## src/rtl/dram_controller.sv

```systemverilog
// rtl/dram_controller.sv - 68000 DRAM controller with CAS-before-RAS refresh
//
// Purpose: runs the RAS/CAS/WE sequence for 68000 bus cycles to a 2 MB DRAM
// window and inserts CAS-before-RAS refresh cycles at a fixed interval.
//
// Ports:
//   CLK, RST_n          24 MHz clock, asynchronous active-low reset
//   AS_n, UDS_n, LDS_n  68000 address strobe and upper/lower data strobes
//   RW                  68000 direction (1 = read)
//   CS_DRAM_n           decoded DRAM select
//   ADDR[20:1]          CPU word address within the DRAM window
//   MA[9:0]             multiplexed DRAM address (row, then column)
//   RAS_n               row strobe
//   CASU_n, CASL_n      upper/lower byte column strobes
//   WE_n                DRAM write enable
//   DTACK_DRAM_n        transfer acknowledge to the system controller
//   REFRESH_OVERRUN     sticky flag: a refresh request was lost
module dram_controller #(
    parameter int REFRESH_PERIOD   = 360,
    parameter int PRECHARGE_CYCLES = 2,
    parameter int REF_RAS_CYCLES   = 3
) (
    input  logic        CLK,
    input  logic        RST_n,
    input  logic        AS_n,
    input  logic        UDS_n,
    input  logic        LDS_n,
    input  logic        RW,
    input  logic        CS_DRAM_n,
    input  logic [20:1] ADDR,
    output logic [9:0]  MA,
    output logic        RAS_n,
    output logic        CASU_n,
    output logic        CASL_n,
    output logic        WE_n,
    output logic        DTACK_DRAM_n,
    output logic        REFRESH_OVERRUN
);
    localparam int RCW = $clog2(REFRESH_PERIOD + 1);
    localparam logic [RCW-1:0] REF_RELOAD = RCW'(REFRESH_PERIOD - 1);
    localparam logic [7:0]     PRE_LOAD   = 8'(PRECHARGE_CYCLES - 1);
    localparam logic [7:0]     RAS_LOAD   = 8'(REF_RAS_CYCLES - 1);

    typedef enum logic [2:0] {IDLE, ROW, COL, CAS, PRE, REF_CAS, REF_RAS} state_t;

    state_t         state_q, state_d;
    logic [7:0]     cnt_q, cnt_d;
    logic [RCW-1:0] ref_cnt_q, ref_cnt_d;
    logic           pending_q, pending_d;
    logic           overrun_q, overrun_d;
    logic           as_high_q, as_high_d;
    logic [9:0]     ma_q, ma_d;
    logic           ras_n_q, ras_n_d;
    logic           casu_n_q, casu_n_d;
    logic           casl_n_q, casl_n_d;
    logic           we_n_q, we_n_d;
    logic           dtack_n_q, dtack_n_d;
    logic           expire;

    assign expire = (ref_cnt_q == '0);

    always_comb begin
        state_d   = state_q;
        cnt_d     = cnt_q;
        ma_d      = ma_q;
        ras_n_d   = ras_n_q;
        casu_n_d  = casu_n_q;
        casl_n_d  = casl_n_q;
        we_n_d    = we_n_q;
        dtack_n_d = dtack_n_q;

        // Free-running interval counter, independent of bus activity.
        ref_cnt_d = expire ? REF_RELOAD : ref_cnt_q - RCW'(1);
        pending_d = pending_q | expire;
        overrun_d = overrun_q | (expire & pending_q);
        // An access may only start once AS_n has been seen high since the last one.
        as_high_d = as_high_q | AS_n;

        case (state_q)
            IDLE: begin
                ma_d = ADDR[20:11];
                // The expiry itself counts as a request so that refresh wins
                // against a CPU cycle arriving on the same edge.
                if (pending_q || expire) begin
                    state_d   = REF_CAS;
                    pending_d = 1'b0;
                    casu_n_d  = 1'b0;
                    casl_n_d  = 1'b0;
                end else if (!CS_DRAM_n && !AS_n && as_high_q) begin
                    state_d   = ROW;
                    as_high_d = 1'b0;
                    ras_n_d   = 1'b0;
                end
            end
            ROW, COL, CAS: begin
                if (AS_n) begin
                    state_d   = PRE;
                    cnt_d     = PRE_LOAD;
                    ras_n_d   = 1'b1;
                    casu_n_d  = 1'b1;
                    casl_n_d  = 1'b1;
                    we_n_d    = 1'b1;
                    dtack_n_d = 1'b1;
                end else if (state_q == ROW) begin
                    state_d = COL;
                    ma_d    = ADDR[10:1];
                    we_n_d  = RW;
                end else begin
                    // Data strobes are followed live; DTACK waits for either one.
                    state_d   = CAS;
                    we_n_d    = RW;
                    casu_n_d  = UDS_n;
                    casl_n_d  = LDS_n;
                    dtack_n_d = UDS_n & LDS_n;
                end
            end
            PRE: begin
                if (cnt_q == 8'd0) begin
                    state_d = IDLE;
                    ma_d    = ADDR[20:11];
                end else begin
                    cnt_d = cnt_q - 8'd1;
                end
            end
            REF_CAS: begin
                state_d = REF_RAS;
                cnt_d   = RAS_LOAD;
                ras_n_d = 1'b0;
            end
            REF_RAS: begin
                if (cnt_q == 8'd0) begin
                    state_d  = PRE;
                    cnt_d    = PRE_LOAD;
                    ras_n_d  = 1'b1;
                    casu_n_d = 1'b1;
                    casl_n_d = 1'b1;
                end else begin
                    cnt_d = cnt_q - 8'd1;
                end
            end
            default: begin
                state_d   = IDLE;
                ras_n_d   = 1'b1;
                casu_n_d  = 1'b1;
                casl_n_d  = 1'b1;
                we_n_d    = 1'b1;
                dtack_n_d = 1'b1;
            end
        endcase
    end

    always_ff @(posedge CLK or negedge RST_n) begin
        if (!RST_n) begin
            state_q   <= IDLE;
            cnt_q     <= 8'd0;
            ref_cnt_q <= REF_RELOAD;
            pending_q <= 1'b0;
            overrun_q <= 1'b0;
            as_high_q <= 1'b0;
            ma_q      <= 10'd0;
            ras_n_q   <= 1'b1;
            casu_n_q  <= 1'b1;
            casl_n_q  <= 1'b1;
            we_n_q    <= 1'b1;
            dtack_n_q <= 1'b1;
        end else begin
            state_q   <= state_d;
            cnt_q     <= cnt_d;
            ref_cnt_q <= ref_cnt_d;
            pending_q <= pending_d;
            overrun_q <= overrun_d;
            as_high_q <= as_high_d;
            ma_q      <= ma_d;
            ras_n_q   <= ras_n_d;
            casu_n_q  <= casu_n_d;
            casl_n_q  <= casl_n_d;
            we_n_q    <= we_n_d;
            dtack_n_q <= dtack_n_d;
        end
    end

    assign MA              = ma_q;
    assign RAS_n           = ras_n_q;
    assign CASU_n          = casu_n_q;
    assign CASL_n          = casl_n_q;
    assign WE_n            = we_n_q;
    assign DTACK_DRAM_n    = dtack_n_q;
    assign REFRESH_OVERRUN = overrun_q;

endmodule

```

## config.mk

```make
export PLATFORM = sky130hd
export DESIGN_NAME = dram_controller
export DESIGN_NICKNAME = d
export VERILOG_FILES = /design/src/rtl/dram_controller.sv
export SDC_FILE = /design/constraint.sdc
export NUM_CORES = 1
export LEC_CHECK = 0
export BUFFER_PORTS_ARGS = -buffer_cell sky130_fd_sc_hd__buf_2
export CELL_PAD_IN_SITES_DETAIL_PLACEMENT = 0
export CELL_PAD_IN_SITES_GLOBAL_PLACEMENT = 1
export CORE_MARGIN = 2
export CORE_UTILIZATION = 45
export DETAILED_ROUTE_END_ITERATION = 8
export GPL_ROUTABILITY_DRIVEN = 0
export PLACE_DENSITY = 0.86
export SETUP_SLACK_MARGIN = 0.3
export SLEW_MARGIN = 20
export SYNTH_ARGS = -nofsm -noshare
export SYNTH_HDL_FRONTEND = slang
export SYNTH_SLANG_ARGS = --single-unit
```

## constraint.sdc

```tcl
create_clock -name CLK -period 2.75 [get_ports CLK]
set_input_delay 0.275 -clock CLK [delete_from_list [all_inputs] [get_ports CLK]]
set_output_delay 0.275 -clock CLK [all_outputs]
set_load 0.02 [all_outputs]
```

## After elaboration in Yosys (flattened, before gate mapping)

Index checks and enable logic that the tools add are counted.

- Flip-flop bits (word level): 38
- Bits of input ports: 27
- Output and inout port bits: 16

- Add/subtract/negate cells: 2
- Equality and inequality tests: 17
- Multiplexer cells: 38
- Bitwise gates (word level): 8
- Reductions and logical operators: 19

Operators by type and width:

| kind | count |
|---|---|
| one-hot mux 8 bit (4 select lines) | 1 |
| two-way mux 10 bit | 3 |
| one-hot mux 10 bit (3 select lines) | 1 |
| two-way mux 8 bit | 3 |
| two-way mux 1 bit | 18 |
| != test 2 bit (second input constant) | 9 |
| two-way mux 3 bit | 5 |
| one-hot mux 3 bit (5 select lines) | 1 |
| == test 3 bit (second input constant) | 3 |
| logical NOT 9 bit | 1 |
| two-way mux 9 bit | 1 |
| subtractor 9 x 1 -> 9 bit (second input constant) | 1 |
| logical NOT 8 bit | 1 |
| one-hot mux 1 bit (4 select lines) | 2 |
| AND reduction 4 bit | 2 |
| subtractor 8 x 1 -> 8 bit (second input constant) | 1 |
| == test 3 x 2 -> 1 bit (second input constant) | 2 |
| != test 3 bit (second input constant) | 2 |
| AND reduction 3 bit | 2 |
| one-hot mux 1 bit (5 select lines) | 1 |
| AND reduction 5 bit | 1 |
| one-hot mux 1 bit (2 select lines) | 2 |
| nonzero test 4 bit | 1 |
| OR reduction 4 bit | 1 |
| other kinds (12) | 19 |

## Longest topological paths before layout

Gate-level depths: netlist of run 1.

- Depth after elaboration: 6
- Depth in mapped cells: 7

## Worst setup path after synthesis of run 1

Ideal clock, no wire load.

- Path kind: reg2reg
- Start: register cnt_q[0]
- End: register ma_q[0], in the netlist MA[0]
- Setup time: 0.125 ns
- Data arrival time: 1.766 ns
- Slack: 0.859 ns
- Cell stages (with the launch flop): 7
- Path buffers: 0
- Period minus slack after synthesis: 1.891 ns
- Cells stage by stage: dfrtp_1 -> inv_1 -> ha_1 -> nor4b_4 -> nand3b_4 -> a21oi_4 -> mux2_2

- Longest elaborated chain between the ends: 3

Ends and longest elaborated chain:

| what | line | source |
|---|---|---|
| from (decl) | 47 | `logic [7:0] cnt_q, cnt_d;` |
| from (signal assigned) | 168 | `cnt_q <= cnt_d;` |
| logical NOT 8 bit | 118 | `if (cnt_q == 8'd0) begin` |
| != test 2 bit (no source line) | n/a |  |
| AND reduction 4 bit (no source line) | n/a |  |
| to (signal assigned) | 173 | `ma_q <= ma_d;` |
| to (decl) | 52 | `logic [9:0] ma_q, ma_d;` |

No other way between the ends.
A chain may end at the register's enable or synchronous reset.

## Worst setup path after layout of run 1

- Start: register cnt_q[0]
- End: register cnt_q[3]

- Longest elaborated chain between the ends: 3

Ends and longest elaborated chain:

| what | line | source |
|---|---|---|
| subtractor 8 x 1 -> 8 bit or logical NOT 8 bit (tied branches) | n/a |  |
| two-way mux 8 bit (tied with other cells) | 131 | `if (cnt_q == 8'd0) begin` |
| one-hot mux 8 bit (4 select lines) or AND reduction 3 bit (tied branches) | n/a |  |

Several ways; a longest one is shown, not always the timed one. The select of a mux whose other input is x is not followed.

==> results.yml, run 1 <==
worst_setup_path:
  crit_type: "reg -> reg"
  worstPathMaxFanout: 9
  crit_arrival_ns: 2.17
  r2r_slack_ns: 0.78
  critPathRequiredTime_ns: 2.95
  critPathCaptureType: "register"
  start_kind: "register"
  critPathLaunch: "cnt_q[0]"
  rr_startpoint: "cnt_q[0]"
floorplan:
  start_util_pct: 47.6
  core_area_um2: 4440
  die_x_um: 72.6
  die_h_um: 72.6
  rows: 24
  dieArea_um2: 5260
  ioPinCount: 43
drt:
  ant_nets: 0
  routed_via_density: 5.72
  remaining_drc_errors: 0
  num_vias: 1722
  drt_pre_antenna_iters: 4
  totalWireLength_um: 4500
  wl_per_cell_um: 15.0
  drtIter0Drc: 64
finish:
  num_antenna_cells: 0
  final_common_cell: "buf_2"
  area_growth_pct: 17.2
  final_util_pct: 55.7
  layout_common_cells: "buf_2 (42), dfrtp_1 (27), mux2_2 (21)"
  final_layout_size_suffix_gt1_share_pct: 41.0
  fin_nets: 278
synthesis:
  synth_cell_types: 49
  ys_seq_area_share_pct: 45.6
  synth-edff-count: 0
  syn_nets: 234
  synth_flop_cell: "dfrtp_1"
  synth_area_um2: 2110
  async_flop_share_pct: 100
  yosysTopAreaCell: "dfrtp_1"
  synth-warning-count: 0
  synth_area_leaders: "dfrtp_1 (32%), dfstp_2 (14%), mux2_2 (11%)"
  synth_seq_cells: 38
  syn_avg_cell_area_um2: 10.4
  syn_inst: 204
  synth_top_area_share_pct: 32.0
clock_tree:
  postCtsSetupBuffers: 0
  clk_latency_ns: 0.29
  cts_tree: "yes"
  cts.path.max_buffers: 2
  path_clk_slew_ns: 0.08
  clkSinkCount: 38
  cts_resized: 0
  cts_max_level: 2
  postCtsHoldBufs: 0
  cts_buffers: 5
  cts-root-buf: "clkbuf_8"
global_routing:
  grt-ovfl-total: 0
  antenna_found_initial: 0
  grt_pass1_vias: 1663
  track_usage_pct: 18.7
  grt_max_degree: 39
  grt_pass1_wl_um: 7810
sta:
  fin_worst_skew_ns: 0.0114
  min_period_ns: 1.97
  finalSetupTns_ns: 0
  relSlewSlack_pct: 44.8
  max_freq_mhz: 509
  drv_slew: 0
  finalCritPeriodShare_pct: 71.5
  grt_setup_unrepaired: "false"
  hold_viol_final: 0
  setup_violations: 0
  tightest_slew_ns: 0.828
placed_design:
  hpwl_um: 3240
  port_buffers: 42
power:
  vdd_drop_max_v: 0.000518
  p_leak_nw: 1.10
  power.density_nw_per_um2: 1040
flow_run:
  drv_cap: 0
run_status:
  status: "complete, no violations"
hold_path:
  hp-class: "in -> async"
## state kept, by name (all words and copies together), names as in the netlist
register,count
MA,10
DTACK_DRAM_n,1
RAS_n,1
state_q,3
ref_cnt_q,9
CASL_n,1
cnt_q,8
WE_n,1
as_high_q,1
REFRESH_OVERRUN,1
CASU_n,1
pending_q,1
## synthesized netlist by cell type (2+ instances only)
master	n
o21a_1	2
nor3b_1	2
a2bb2oi_1	2
xor2_1	2
nand2b_1	3
or2_2	3
o21ai_0	4
dfrtp_1	27
dfstp_2	11
a21oi_1	17
mux2_2	21
o41ai_1	2
nand2_1	14
nand3_1	5
a31oi_1	2
o32ai_1	3
or3_1	4
inv_1	9
buf_2	5
or4_1	4
ha_1	3
nor4_1	2
nor2_1	13
nor3_1	7
xnor2_1	2
clkbuf_1	4
o31ai_1	6
and3_2	2
o22ai_1	2
a211oi_1	2
## worst max-delay path, cell delays in order (launching register included)
cell     delay, ns
dfrtp_1       0.39
inv_1         0.08
ha_1          0.20
nor4b_4       0.14
buf_4         0.17
and3_2        0.24
or4_1         0.50
a21oi_1       0.16
## metal layers
| layer | part of all wire [%] | vias up | global-route usage [%] |
|---|---|---|---|
| met1 | 48 | 841 | 26.3 |
| met4 | 0.47 | 0 | 3.70 |
| li1 | - | 835 | - |
| met5 | 0 | - | 0 |
| met2 | 47 | 43 | 29.3 |
| met3 | 5.1 | 3 | 4.86 |
## path summary, 6_finish.rpt
kind,cells after the start,end
max,7,cnt_q[3]
min,1,ref_cnt_q[4]
max reg2reg,7,cnt_q[3]
min reg2reg,1,REFRESH_OVERRUN
max in group asynchronous,1,MA[6]
min in group CLK,3,as_high_q
## power breakdown
| group | internal (mW) | switching, mW | leakage (nW) |
|---|---|---|---|
| Sequential | 0.757 | 0.115 | 0.446 |
| Combinational | 0.567 | 0.736 | 0.604 |
| Clock | 0.202 | 0.203 | 0.0472 |
## final cells by class
type / count / area, um^2
clock buffer: 6 / 82.6
timing repair buffer: 47 / 248
tap: 52 / 65.1
sequential: 38 / 965
clock inverter: 2 / 12.5
inverter: 9 / 33.8
fill: 396 / 1970
multi-input combinational: 147 / 1070
## through the flow
step           setup WS [ns]  cells  cell area, um^2  hold slack, ns  total power, mW
2_1_floorplan          0.859    204             2110         -0.0206             1.83
3_3_place_gp           0.866    293             2380           0.432             2.16
3_5_place_dp           0.813    293             2380           0.432             2.19
4_1_cts                0.780    301             2480           0.108             2.60
5_1_grt                0.673    301             2480           0.148             2.78
6_report               0.785    301             2480          0.0738             2.58
## logic make-up (layout without fill, tap and decap cells)
| group | Yosys count | after routing | synth area share [%] |
|---|---|---|---|
| buffers and inverters | 19 | 64 | 3.73 |
| adders and majority gates | 3 | 3 | 1.78 |
| DFF | 38 | 38 | 45.6 |
| and+or+nand+nor | 66 | 66 | 18.2 |
| AOI/OAI and AO/OA | 53 | 53 | 17.9 |
| xor gates and xnor gates | 4 | 4 | 1.66 |
| muxes | 21 | 21 | 11.2 |
Power figures use the tool's default switching activity.
==> run 2, diff against run 1 <==
ABC_AREA = 1   (was default)
CORE_UTILIZATION = 36   (was 45)
PLACE_DENSITY = 0.78   (was 0.86)
clock period = 1.66 ns   (was 2.75 ns; I/O delays follow)
==> run 2 against run 1 <==
Compared with the run above: sequential power rose by 71%; sequential cell count did not move; die area rose by 29%; worst hold slack improved by 0.018 ns; area after synthesis rose by 4.8%; critical path depth rose by 2; combinational power rose to 3.3 times the previous value; utilization fell by 2.0 points; largest cell class unchanged; largest power group unchanged.
==> results.yml, run 2 <==
placed_design:
  port_buffers: 42
  hpwl_um: 3820
  postPlaceCellArea_um2: 2600
drt:
  drtIter0Drc: 99
  remaining_drc_errors: 0
  routed_via_density: 4.77
  drt_pre_antenna_iters: 4
  num_vias: 2184
  totalWireLength_um: 5800
  wl_per_cell_um: 12.7
  ant_nets: 0
worst_setup_path:
  start_kind: "register"
  r2r_slack_ns: 0.19
  critPathRequiredTime_ns: 1.85
  path_cells: "inv_2 > ha_4 > nand3_4 > inv_2 > nand2_4 > a22oi_4 > buf_6 > clkbuf_16 > o21ai_2"
  cpMostUsedCell: "inv_2"
  crit_arrival_ns: 1.67
  worstPathMaxFanout: 5
  slowest_delay_ns: 0.40
  crit_type: "reg -> reg"
  rr_startpoint: "cnt_q[1]"
  crit_family: "buffers and inverters"
  cpMaxStageDelayCell: "dfrtp_1"
  r2r_cells: 9
  critPathCaptureType: "register"
  worstReg2RegEnd: "MA[6]"
  crit_buf_inv: 4
synthesis:
  syn_avg_cell_area_um2: 7.41
  synth_flop_cell: "dfrtp_1"
  yosysTopAreaCell: "dfrtp_1"
  synth_area_um2: 2220
  synth_seq_cells: 38
  async_flop_share_pct: 100
  synth_area_leaders: "dfrtp_1 (30%), nand2_1 (19%), dfstp_2 (13%)"
  synth-edff-count: 0
  syn_inst: 299
  syn_nets: 329
  synth_cell_types: 32
  ys_seq_area_share_pct: 43.5
  yosys.cell_count.top_type: "nand2_1"
  synth-warning-count: 0
  synthTopCellsByCount: "nand2_1 (115), inv_1 (34), dfrtp_1 (27)"
  synth_top_area_share_pct: 30.5
sta:
  hold_viol_final: 0
  setup_violations: 0
  min_period_ns: 1.47
  relSlewSlack_pct: 69.0
  grt_setup_unrepaired: "true"
  fin_worst_skew_ns: 0.0134
  drv_slew: 0
  finalSetupTns_ns: 0
  max_freq_mhz: 679
  finalCritPeriodShare_pct: 88.8
  hold_ws_ns: 0.0915
  tightest_slew_ns: 0.465
floorplan:
  rows: 28
  core_area_um2: 5920
  ioPinCount: 43
  start_util_pct: 37.4
  dieArea_um2: 6800
  die_h_um: 82.5
  die_x_um: 82.5
global_routing:
  grt.met2_usage_pct: 31.5
  track_usage_pct: 18.5
  antenna_found_initial: 0
  grt_pass1_wl_um: 9570
  grtUsageMet1_pct: 23.2
  grt_max_degree: 21
  grt_busiest_layer: "met2"
  grt_pass1_vias: 2138
  grt-ovfl-total: 0
  use_met3_pct: 3.48
finish:
  num_antenna_cells: 0
  final_common_cell: "nand2_1"
  largest_reg_flops: 10
  final_layout_size_suffix_gt1_share_pct: 44.4
  layout_common_cells: "nand2_1 (96), buf_2 (42), inv_1 (27)"
  fin_nets: 412
  finalInstanceArea_um2: 3180
  area_growth_pct: 43.5
clock_tree:
  path_clk_slew_ns: 0.09
  clk_latency_ns: 0.30
  cts_tree: "yes"
  cts-root-buf: "clkbuf_8"
  cts_buffers: 5
  cts.path.max_buffers: 2
  clkSinkCount: 38
  cts_max_level: 2
power:
  p_leak_nw: 1.71
  power.density_nw_per_um2: 2040
  vdd_drop_max_v: 0.000918
hold_path:
  hp-start: "CS_DRAM_n"
  min_to: "as_high_q"
  hp-class: "in -> reg"
  hold_depth: 3
flow_run:
  drv_cap: 0
run_status:
  status: "complete, no violations"
==> run 2: cell types whose count changed after synthesis, sizes merged, moves of 6 or more <==
cell	before	now
inv	9	39
o21ai	4	19
nand3	5	20
nand2	14	118
nor2	13	29
nor3	7	1
a21oi	18	8
mux2	21	0
==> run 2: cell families after synthesis <==
family,share of synthesized area [%]
fa+ha+maj,1.69
xor+xnor,2.37
flops,43.5
buf+inv,8.41
compound gates,10.8
simple gates,33.1
==> run 2: worst max path at each step <==
| stage | startpoint | to | slack [ns] | cells after the start |
|---|---|---|---|---|
| final | cnt_q[1] | MA[6] | 0.19 | 9 |
| after floorplan | ref_cnt_q[0] | state_q[2] | 0.25 | 11 |
| after global placement | cnt_q[1] | CASL_n | 0.15 | 9 |
| after detailed placement | cnt_q[1] | CASU_n | 0.12 | 9 |
| after global routing | cnt_q[0] | MA[1] | 0.12 | 9 |
| after CTS | state_q[1] | MA[5] | 0.20 | 8 |
==> run 2: where the power goes <==
group / switching (mW) / total (mW) / internal, mW
sequential: 0.214 / 1.49 / 1.28
combinational: 2.50 / 4.35 / 1.84
clock: 0.354 / 0.650 / 0.297
==> run 2: worst register-to-register path, cell delays in order (launching register included) <==
cell and delay [ns]:
dfrtp_1 0.40, inv_2 0.08, ha_4 0.14, nand3_4 0.09, inv_2 0.08, nand2_4 0.08
a22oi_4 0.16, buf_6 0.15, clkbuf_16 0.14, o21ai_2 0.05
==> run 2: metal layers <==
layer / routed length, um / vias to the layer above / share of wire (%)
li1: - / 1109 / -
met1: 2590 / 1010 / 45
met2: 2840 / 55 / 49
met3: 263 / 10 / 4.5
met4: 106 / 0 / 1.8
met5: 0 / - / 0
==> run 2: repair_timing <==
action	4_1_cts	5_1_grt
gates resized for setup	30	39
pin swaps	7	12
hold endpoints to repair	8	0
endpoints found under the setup margin	27	32
cloned	2	2
hold buffers	1	0
setup buffers	14	10
==> run 2: metrics by stage <==
stage	power (mW)	setup slack, ns	utilization, %	std cells
global placement	4.57	0.149	44.0	421
floorplan	3.82	0.253	-	299
finish	6.49	0.186	53.7	458
CTS	5.90	0.205	49.5	446
global route	7.06	0.121	53.7	458
detailed placement	4.62	0.118	44.0	421
==> run 2: final cells by class <==
type	instances	area, um^2
Fill cell	563	2740
Timing Repair Buffer	79	576
Tap cell	75	93.8
Clock buffer	6	72.6
Clock inverter	2	13.8
Timing Repair inverter	1	7.51
Multi-Input combinational cell	218	1290
Inverter	39	158
Sequential cell	38	968
